`config.mk`:
```
export PLATFORM = sky130hd
export DESIGN_NAME = result_uart_tx
export DESIGN_NICKNAME = d
export VERILOG_FILES = /design/src/rtl/result_uart_tx_pkg.sv /design/src/rtl/result_uart_tx_word_byte_serializer.sv /design/src/rtl/result_uart_tx.sv
export SDC_FILE = /design/constraint.sdc
export NUM_CORES = 1
export LEC_CHECK = 0
export BUFFER_PORTS_ARGS = -buffer_cell sky130_fd_sc_hd__clkbuf_2
export CORE_AREA = 3 3 218 220
export DETAILED_ROUTE_END_ITERATION = 6
export DIE_AREA = 0 0 221 223
export GPL_ROUTABILITY_DRIVEN = 0
export PLACE_DENSITY_LB_ADDON = 0.08
export SYNTH_ARGS = -nofsm -noshare
export SYNTH_HDL_FRONTEND = slang
export SYNTH_SLANG_ARGS = --single-unit
```
`constraint.sdc`:
```
create_clock -name clk -period 4.5 [get_ports clk]
set_clock_uncertainty 0.2 [all_clocks]
set_input_delay 1.125 -clock clk [delete_from_list [all_inputs] [get_ports clk]]
set_output_delay 1.125 -clock clk [all_outputs]
set_load 0.005 [all_outputs]
```
`src/rtl/result_uart_tx_pkg.sv`:
```
// Shared constants, state encoding and the tile-count helper for the
// result-matrix UART transmit path.
package result_uart_tx_pkg;

   localparam int DEF_N          = 4;
   localparam int DEF_C          = 8;
   localparam int TILE_W         = 14;
   localparam int SEG_W          = 7;
   localparam int WORD_W         = 32;
   localparam int BYTES_PER_WORD = 4;

   typedef enum logic [2:0] {
      ST_IDLE,
      ST_READ,
      ST_CAPTURE,
      ST_SEND,
      ST_WAIT_TX,
      ST_ADVANCE,
      ST_FIN
   } state_t;

   function automatic logic [TILE_W-1:0] tile_count(input logic [SEG_W-1:0] a_seg,
                                                    input logic [SEG_W-1:0] w_seg);
      return TILE_W'(a_seg) * TILE_W'(w_seg);
   endfunction

endpackage

```
`src/rtl/result_uart_tx_word_byte_serializer.sv`:
```
// Holds one 32-bit result word and hands it out a byte at a time,
// least-significant byte first, flagging when the final byte is presented.
module result_uart_tx_word_byte_serializer
   import result_uart_tx_pkg::*;
(
   input  logic              clk,
   input  logic              rst_n,
   input  logic              i_load,
   input  logic [WORD_W-1:0] i_word,
   input  logic              i_shift,
   output logic [7:0]        o_byte,
   output logic              o_last
);

   logic [WORD_W-1:0] r_shift;
   logic [1:0]        r_byte_cnt;

   always_ff @(posedge clk or negedge rst_n) begin
      if (!rst_n) begin
         r_shift    <= '0;
         r_byte_cnt <= '0;
      end else if (i_load) begin
         r_shift    <= i_word;
         r_byte_cnt <= '0;
      end else if (i_shift) begin
         r_shift    <= r_shift >> 8;
         r_byte_cnt <= r_byte_cnt + 2'd1;
      end
   end

   assign o_byte = r_shift[7:0];
   assign o_last = (r_byte_cnt == 2'(BYTES_PER_WORD - 1));

endmodule

```
`src/rtl/result_uart_tx.sv`:
```
// Streams every word of the tiled result matrix out over a byte-wide UART
// handshake: tile by tile, row-major inside each tile, little-endian words.
module result_uart_tx
   import result_uart_tx_pkg::*;
#(
   parameter int N = DEF_N,
   parameter int C = DEF_C
) (
   input  logic                               clk,
   input  logic                               rst_n,
   input  logic                               start,
   input  logic [SEG_W-1:0]                   a_seg_cnt,
   input  logic [SEG_W-1:0]                   w_seg_cnt,
   output logic [C-1:0]                       ram_c_addr,
   output logic [N-1:0][N-1:0]                ram_c_rden_all,
   input  logic [N-1:0][N-1:0][WORD_W-1:0]    ram_c_data,
   output logic [7:0]                         uart_tx_data,
   output logic                               uart_send_data,
   input  logic                               uart_tx_done,
   output logic                               busy,
   output logic                               done
);

   localparam int IW = (N > 1) ? $clog2(N) : 1;

   state_t              r_state;
   logic [TILE_W-1:0]   r_t;
   logic [TILE_W-1:0]   r_tile;
   logic [IW-1:0]       r_i;
   logic [IW-1:0]       r_j;
   logic [C-1:0]        r_addr;
   logic [N-1:0][N-1:0] r_rden;
   logic                r_send;
   logic                r_busy;
   logic                r_done;

   logic [TILE_W-1:0]   w_t;
   logic [WORD_W-1:0]   w_word;
   logic                w_last_byte;
   logic                w_i_max;
   logic                w_j_max;
   logic                w_final;
   logic [IW-1:0]       w_i_nxt;
   logic [IW-1:0]       w_j_nxt;
   logic [TILE_W-1:0]   w_tile_nxt;

   assign w_t        = tile_count(a_seg_cnt, w_seg_cnt);
   assign w_word     = ram_c_data[r_i][r_j];
   assign w_i_max    = (r_i == IW'(N - 1));
   assign w_j_max    = (r_j == IW'(N - 1));
   assign w_final    = w_i_max && w_j_max && (r_tile == (r_t - TILE_W'(1)));
   assign w_j_nxt    = w_j_max ? '0 : r_j + IW'(1);
   assign w_i_nxt    = w_j_max ? (w_i_max ? '0 : r_i + IW'(1)) : r_i;
   assign w_tile_nxt = (w_i_max && w_j_max) ? r_tile + TILE_W'(1) : r_tile;

   // Outputs are registered on the transition into the state that owns them,
   // so rden is visible during READ and the send strobe during SEND.
   always_ff @(posedge clk or negedge rst_n) begin
      if (!rst_n) begin
         r_state <= ST_IDLE;
         r_t     <= '0;
         r_tile  <= '0;
         r_i     <= '0;
         r_j     <= '0;
         r_addr  <= '0;
         r_rden  <= '0;
         r_send  <= 1'b0;
         r_busy  <= 1'b0;
         r_done  <= 1'b0;
      end else begin
         r_rden <= '0;
         r_send <= 1'b0;
         r_done <= 1'b0;
         case (r_state)
            ST_IDLE: begin
               if (start) begin
                  r_busy <= 1'b1;
                  r_t    <= w_t;
                  r_tile <= '0;
                  r_i    <= '0;
                  r_j    <= '0;
                  r_addr <= '0;
                  if (w_t == '0) begin
                     r_state <= ST_FIN;
                  end else begin
                     r_state      <= ST_READ;
                     r_rden[0][0] <= 1'b1;
                  end
               end
            end
            ST_READ: r_state <= ST_CAPTURE;
            ST_CAPTURE: begin
               r_state <= ST_SEND;
               r_send  <= 1'b1;
            end
            ST_SEND: r_state <= ST_WAIT_TX;
            ST_WAIT_TX: begin
               if (uart_tx_done) begin
                  if (w_last_byte) begin
                     r_state <= ST_ADVANCE;
                  end else begin
                     r_state <= ST_SEND;
                     r_send  <= 1'b1;
                  end
               end
            end
            ST_ADVANCE: begin
               if (w_final) begin
                  r_state <= ST_FIN;
               end else begin
                  r_state                  <= ST_READ;
                  r_tile                   <= w_tile_nxt;
                  r_i                      <= w_i_nxt;
                  r_j                      <= w_j_nxt;
                  r_addr                   <= C'(w_tile_nxt);
                  r_rden[w_i_nxt][w_j_nxt] <= 1'b1;
               end
            end
            ST_FIN: begin
               r_done  <= 1'b1;
               r_busy  <= 1'b0;
               r_state <= ST_IDLE;
            end
            default: r_state <= ST_IDLE;
         endcase
      end
   end

   result_uart_tx_word_byte_serializer u_ser (
      .clk     (clk),
      .rst_n   (rst_n),
      .i_load  (r_state == ST_CAPTURE),
      .i_word  (w_word),
      .i_shift ((r_state == ST_WAIT_TX) && uart_tx_done),
      .o_byte  (uart_tx_data),
      .o_last  (w_last_byte)
   );

   assign ram_c_addr     = r_addr;
   assign ram_c_rden_all = r_rden;
   assign uart_send_data = r_send;
   assign busy           = r_busy;
   assign done           = r_done;

endmodule

```
==> results of run 1 <==
-- layout make-up --
class | instances | area, um^2
multi-input combinational | 667 | 7450
sequential | 88 | 2210
timing repair buffer | 627 | 3360
antenna | 9 | 22.5
clock buffer | 9 | 225
tap | 600 | 751
inverter | 36 | 135
clock inverter | 6 | 45.0
fill | 4860 | 31300
-- power by group --
part           internal [mW]  switching, mW  total, mW
Combinational           1.49           1.48       2.97
Clock                  0.375          0.345      0.719
Sequential              1.04          0.274       1.31
-- stage by stage --
stage          cells  power (mW)  utilization  hold WS, ns
2_1_floorplan    870        3.12            -        0.266
5_1_grt         2038        5.45        0.312        0.330
3_3_place_gp    2015        4.22        0.302        0.287
4_1_cts         2032        5.08        0.311        0.309
6_report        2042        5.00        0.312        0.304
3_5_place_dp    2015        4.23        0.302        0.287
-- flip-flops by register name, summed over array words and instances (netlist names) --
signal            cells
uart_send_data        1
r_state               3
u_ser.r_shift        32
busy                  1
ram_c_rden_all       16
r_t                  14
r_j                   2
done                  1
r_tile               14
u_ser.r_byte_cnt      2
r_i                   2
-- worst max path at each step --
stage,from,endpoint,slack (ns),depth (start not counted)
4_1_cts,a_seg_cnt[5],r_state[1],-0.76,16
6_report,a_seg_cnt[5],r_state[1],-0.77,16
3_3_place_gp,w_seg_cnt[1],r_state[1],-1.40,16
3_5_place_dp,w_seg_cnt[1],r_state[1],-1.38,16
5_1_grt,a_seg_cnt[5],r_state[1],-0.91,16
2_1_floorplan,a_seg_cnt[5],r_state[1],-0.88,15
-- per-layer routing --
metal  global-route usage  wire length [um]  share of wire  up-vias
li1                     -                 -              -     4499
met1                0.261             21600           0.42     5037
met2                0.344             25900           0.50      345
met3               0.0601              3450          0.067       46
met4               0.0436               712          0.014       10
met5                    0                73         0.0014        -
-- worst register-to-register path, cell delays in order, from the launching register on --
cell	delay (ns)
dfrtp_1	0.46
inv_1	0.11
ha_1	0.24
nor2b_1	0.35
nand2_1	0.17
o211a_1	0.29
or4_1	0.62
nor3_2	0.53
buf_4	0.27
nor4_1	0.06
a31o_2	0.24
-- logic make-up (layout without fill, tap and decap cells) --
kind of cell    after synthesis  count (layout)  share of synthesized area
compound gates              131             131                     0.0913
buf+inv                     115             678                     0.0516
flops                        88              88                      0.221
other cells                   0               9                          0
fa+ha+maj                    65              65                     0.0995
xor+xnor                     25              25                     0.0219
simple gates                278             278                      0.146
mux                         168             168                      0.369
-- cell usage in the layout, fill, tap and decap left out, types with 16 or more instances in the layout --
cell      count
a21oi_1      18
a22oi_1      17
and2_1       54
buf_4        59
clkbuf_2    561
dfrtp_1      85
fa_1         24
ha_1         38
inv_1        33
mux4_2      160
nand2_1     100
nor2_1       27
o21ai_0      16
xnor2_1      17
-- repair_timing --
action,in CTS,in global routing
endpoints found under the setup margin,11,12
buffers inserted,3,2
pin swaps,8,13
gates resized for setup,19,13
cloned,0,0
==> flow_metrics.env, run 1 <==
export IMPL_numCtsBuffers=9
export IMPL_cts_tree="built"
export IMPL_rsz0062_at_grt="yes"
export IMPL_period_minus_slack_ns=5.27
export IMPL_fin_area_mm2=0.0142
export IMPL_synthArstFlopShare=1.00
export IMPL_area_growth_pct=42.2
export IMPL_critical_path_arrival_ns=5.37
export IMPL_critPathMaxStageDelay_ns=0.56
export IMPL_place_hpwl_mm=44.4
export IMPL_crit_slowest_cell="fa_1"
export IMPL_worstSetupPathType="in2reg"
export IMPL_cts_root_buf="clkbuf_16"
export IMPL_ant_nets=0
export IMPL_drt_total_wl_mm=51.8
export IMPL_powerDensity_mw_per_mm2=352
export IMPL_io_buffers=564
export IMPL_grt_max_degree=135
export IMPL_timing_final_ws_setup_ns=-0.769
export IMPL_crit_path_end_kind="flip-flop"
export IMPL_critPathRequiredTime_ns=4.60
export IMPL_wire_per_inst_um=25.4
export IMPL_clock_latency_ns=0.36
export IMPL_min_from="u_ser.r_shift[5]"
export IMPL_yosys_top_cells_area="mux4_2 (36%), dfrtp_1 (22%), ha_1 (5.1%)"
export IMPL_cts_reportedPaths_clkPinSlew_ns=0.07
export IMPL_ys_types=68
export IMPL_final_hold_violation_count=0
export IMPL_grt_pass1_vias=10700
export IMPL_maxCapViolCount=0
export IMPL_synth_edff_count=0
export IMPL_viasPerCell=4.87
export IMPL_dp_slack_ns=-1.38
export IMPL_status="complete, but fails checks"
export IMPL_setup_violations_final=10
export IMPL_clock_sinks=88
export IMPL_synth_top_area_share=0.361
export IMPL_p_leak_nw=6.53
export IMPL_yosysSeqAreaShare=0.221
export IMPL_layout_drive_gt1_share=0.593
export IMPL_die_area_mm2=0.0493
export IMPL_h_tree_depth=3
export IMPL_start_kind="primary input"
export IMPL_reg2reg_slack_ns=0.86
export IMPL_synth_most_common_cell="mux4_2"
export IMPL_hold_path_class="reg2reg"
export IMPL_syn_avg_cell_area_um2=11.5
export IMPL_tightestPinTransition_ns=0.956
export IMPL_slew_headroom=0.363
export IMPL_core_area_mm2=0.0455
export IMPL_reg2reg_from="r_t[0]"
export IMPL_fp_dieW_um=221
export IMPL_die_y_um=223
export IMPL_cp_cell_sequence="buf_6, and2_4, fa_1, inv_2, fa_1, inv_2, fa_1, fa_1, ha_4, nand2_4, a21boi_2, o31a_1, or3_4, a2111oi_4, and4_4, o2111a_1"
export IMPL_fin_tns_setup_ns=-4.24
export IMPL_reg2reg_depth=10
export IMPL_antenna_found_initial=23
export IMPL_track_usage=0.204
export IMPL_netlist_instances=870
export IMPL_ioPinCount=565
export IMPL_vdd_drop_max_uv=181
export IMPL_routed_via_count=9937
export IMPL_drv_slew=0
export IMPL_first_iter_violations=647
export IMPL_crit_top_cell="fa_1"
export IMPL_hold_buffers=0
export IMPL_start_util=0.220
export IMPL_ys_ff_latch=88
export IMPL_yosys_area_top_type="mux4_2"
export IMPL_reg2reg_to="r_j[0]"
export IMPL_drcViolationCount=0
export IMPL_grt_overflow_total=0
export IMPL_period_share=1.17
export IMPL_placementRows=78
export IMPL_cp_max_fo=5
export IMPL_hold_depth=2
export IMPL_synth_warnings=0
export IMPL_drtPass1Iterations=5
export IMPL_grt_first_pass_wirelength_mm=74.2
export IMPL_max_freq_ghz=0.190
export IMPL_syn_area_mm2=0.00999
export IMPL_dpl_cell_area_mm2=0.0138
export IMPL_synth_ff_type="dfrtp_1"
export IMPL_min_to="u_ser.r_shift[5]"
export IMPL_violations="setup timing"
export IMPL_timing_critical_path_buf_inv=3
export IMPL_final_nets=2024
export IMPL_yosys_top_cells_count="mux4_2 (160), nand2_1 (101), dfrtp_1 (88)"
export IMPL_crit_family="adder cells"
export IMPL_cts_path_max_buffers=2
export IMPL_synth_nets=1465
Power figures use the tool's default switching activity.
==> run 2, diff against run 1 <==
- CORE_AREA: 3 3 218 220 -> 3 3 221 223
- DIE_AREA: 0 0 221 223 -> 0 0 224 226
- clock period: 4.5 -> 6 ns (I/O delays scaled with it)
==> flow_metrics.env, run 2 (synthesized netlist as in run 1, its figures left out) <==
export IMPL_status="complete, no violations"
export IMPL_setup_violations_final=0
export IMPL_drt_total_wl_mm=53.5
export IMPL_track_usage=0.207
export IMPL_maxUsedRoutingLayer="met5"
export IMPL_post_route_util=0.296
export IMPL_cts_path_max_buffers=2
export IMPL_critical_path_arrival_ns=5.87
export IMPL_grt_overflow_total=0
export IMPL_max_freq_ghz=0.173
export IMPL_drcViolationCount=0
export IMPL_antenna_found_initial=22
export IMPL_cts_setup_buffers=0
export IMPL_start_kind="primary input"
export IMPL_largest_register_ffs=32
export IMPL_placementRows=79
export IMPL_drv_slew=0
export IMPL_timing_final_ws_setup_ns=0.221
export IMPL_rsz0062_at_grt="no"
export IMPL_ant_nets=0
export IMPL_maxCapViolCount=0
export IMPL_final_cell_mix="clkbuf_2 (563), mux4_2 (160), nand2_1 (101)"
export IMPL_slew_headroom=0.240
export IMPL_period_share=0.963
export IMPL_powerDensity_mw_per_mm2=262
export IMPL_hold_path_class="reg2reg"
export IMPL_routed_via_count=9898
export IMPL_place_hpwl_mm=46.2
export IMPL_drtPass1Iterations=5
export IMPL_p_leak_nw=6.35
export IMPL_cts_root_buf="clkbuf_16"
export IMPL_io_buffers=564
export IMPL_wl_met2_mm=25.7
export IMPL_critPathRequiredTime_ns=6.09
export IMPL_stdcell_count=2021
export IMPL_clock_sinks=88
export IMPL_cts_tree="built"
export IMPL_core_area_mm2=0.0468
export IMPL_wire_per_inst_um=26.5
export IMPL_fin_area_mm2=0.0138
export IMPL_start_util=0.214
export IMPL_layout_commonest_cell="clkbuf_2"
export IMPL_grt_max_degree=100
export IMPL_h_tree_depth=3
export IMPL_regMostFlops="u_ser.r_shift"
export IMPL_fp_dieW_um=224
export IMPL_dp_slack_ns=-0.362
export IMPL_clock_latency_ns=0.36
export IMPL_met1_length_mm=23.4
export IMPL_ioPinCount=565
export IMPL_period_minus_slack_ns=5.78
export IMPL_viasPerCell=4.90
export IMPL_layout_drive_gt1_share=0.569
export IMPL_worstSetupPathType="in2reg"
export IMPL_first_iter_violations=725
export IMPL_area_growth_pct=38.5
export IMPL_cp_max_fo=4
export IMPL_die_y_um=226
export IMPL_dpl_cell_area_mm2=0.0135
export IMPL_final_nets=1996
export IMPL_fillerInstances=4998
export IMPL_die_area_mm2=0.0506
export IMPL_grt_pass1_vias=10600
export IMPL_final_hold_violation_count=0
export IMPL_grt_first_pass_wirelength_mm=75.5
export IMPL_tightestPinTransition_ns=1.13
export IMPL_wl_met3_mm=3.76
export IMPL_numCtsBuffers=9
export IMPL_cts_reportedPaths_clkPinSlew_ns=0.06
export IMPL_vdd_drop_max_uv=134
export IMPL_place_inst=1997
export IMPL_crit_path_end_kind="flip-flop"
run 2: cell count changes in the layout (fill, tap and decap cells not counted), sizes merged:
cell      delta
diode        -1
bufinv       +1
clkbuf       +3
buf         -30
clkinvlp     -2
inv          -1
clkinv       +2
run 2: worst max-delay path, cell delays in order:
cell and delay (ns):
clkbuf_2 0.10, and2_1 0.15, fa_1 0.54, inv_1 0.06, fa_1 0.54, inv_1 0.05
fa_1 0.50, fa_1 0.42, ha_1 0.32, buf_4 0.13, nand3_1 0.08, o2111ai_1 0.27
xnor2_1 0.17, o21ai_0 0.17, a2111oi_4 0.35, and4_4 0.30, o2111a_1 0.19
run 2: routing by layer:
| metal | GRT usage | vias to the layer above |
|---|---|---|
| li1 | - | 4454 |
| met1 | 0.282 | 5059 |
| met2 | 0.335 | 347 |
| met3 | 0.0569 | 30 |
| met4 | 0.0320 | 8 |
| met5 | 0 | - |
run 2: path summary, 6_finish.rpt:
kind / startpoint / to / slack, ns / depth (start not counted)
setup reg to reg: r_t[0] / ram_c_rden_all[10] / 1.96 / 9
min in group asynchronous: rst_n / ram_c_rden_all[2] / 1.02 / 1
setup / recovery: w_seg_cnt[1] / r_state[1] / 0.22 / 17
max in group asynchronous: rst_n / r_j[0] / 3.59 / 2
hold / removal: u_ser.r_byte_cnt[0] / u_ser.r_byte_cnt[0] / 0.30 / 1
hold reg to reg: u_ser.r_byte_cnt[0] / u_ser.r_byte_cnt[0] / 0.30 / 1
run 2: report_power, final:
part	total [mW]	internal, mW	switching, mW	leakage, nW
logic	2.05	0.989	1.06	5.08
clock network	0.588	0.326	0.262	0.143
registers	0.995	0.780	0.214	1.13
total	3.63	2.10	1.53	6.35
run 2: layout make-up:
type / instances / area [um^2] / area share
multi-input combinational: 667 / 7310 / 0.528
clock buffer: 10 / 229 / 0.0166
timing repair buffer: 599 / 3100 / 0.224
sequential: 88 / 2210 / 0.160
clock inverter: 6 / 68.8 / 0.00498
inverter: 36 / 135 / 0.00977
tap: 607 / 759 / 0.0549
antenna: 8 / 20.0 / 0.00145
run 2: per-stage QoR:
step / power (mW) / TNS, ns / hold WS [ns]
final: 3.63 / 0 / 0.303
after global routing: 3.95 / 0 / 0.319
after global placement: 3.07 / -1.26 / 0.290
after detailed placement: 3.07 / -1.29 / 0.293
after CTS: 3.68 / 0 / 0.304
after floorplan: 2.30 / 0 / 0.266
run 2: timing repair:
action,CTS,global route
endpoints found under the setup margin,0,4
gates resized for setup,0,7
hold buffers,0,0
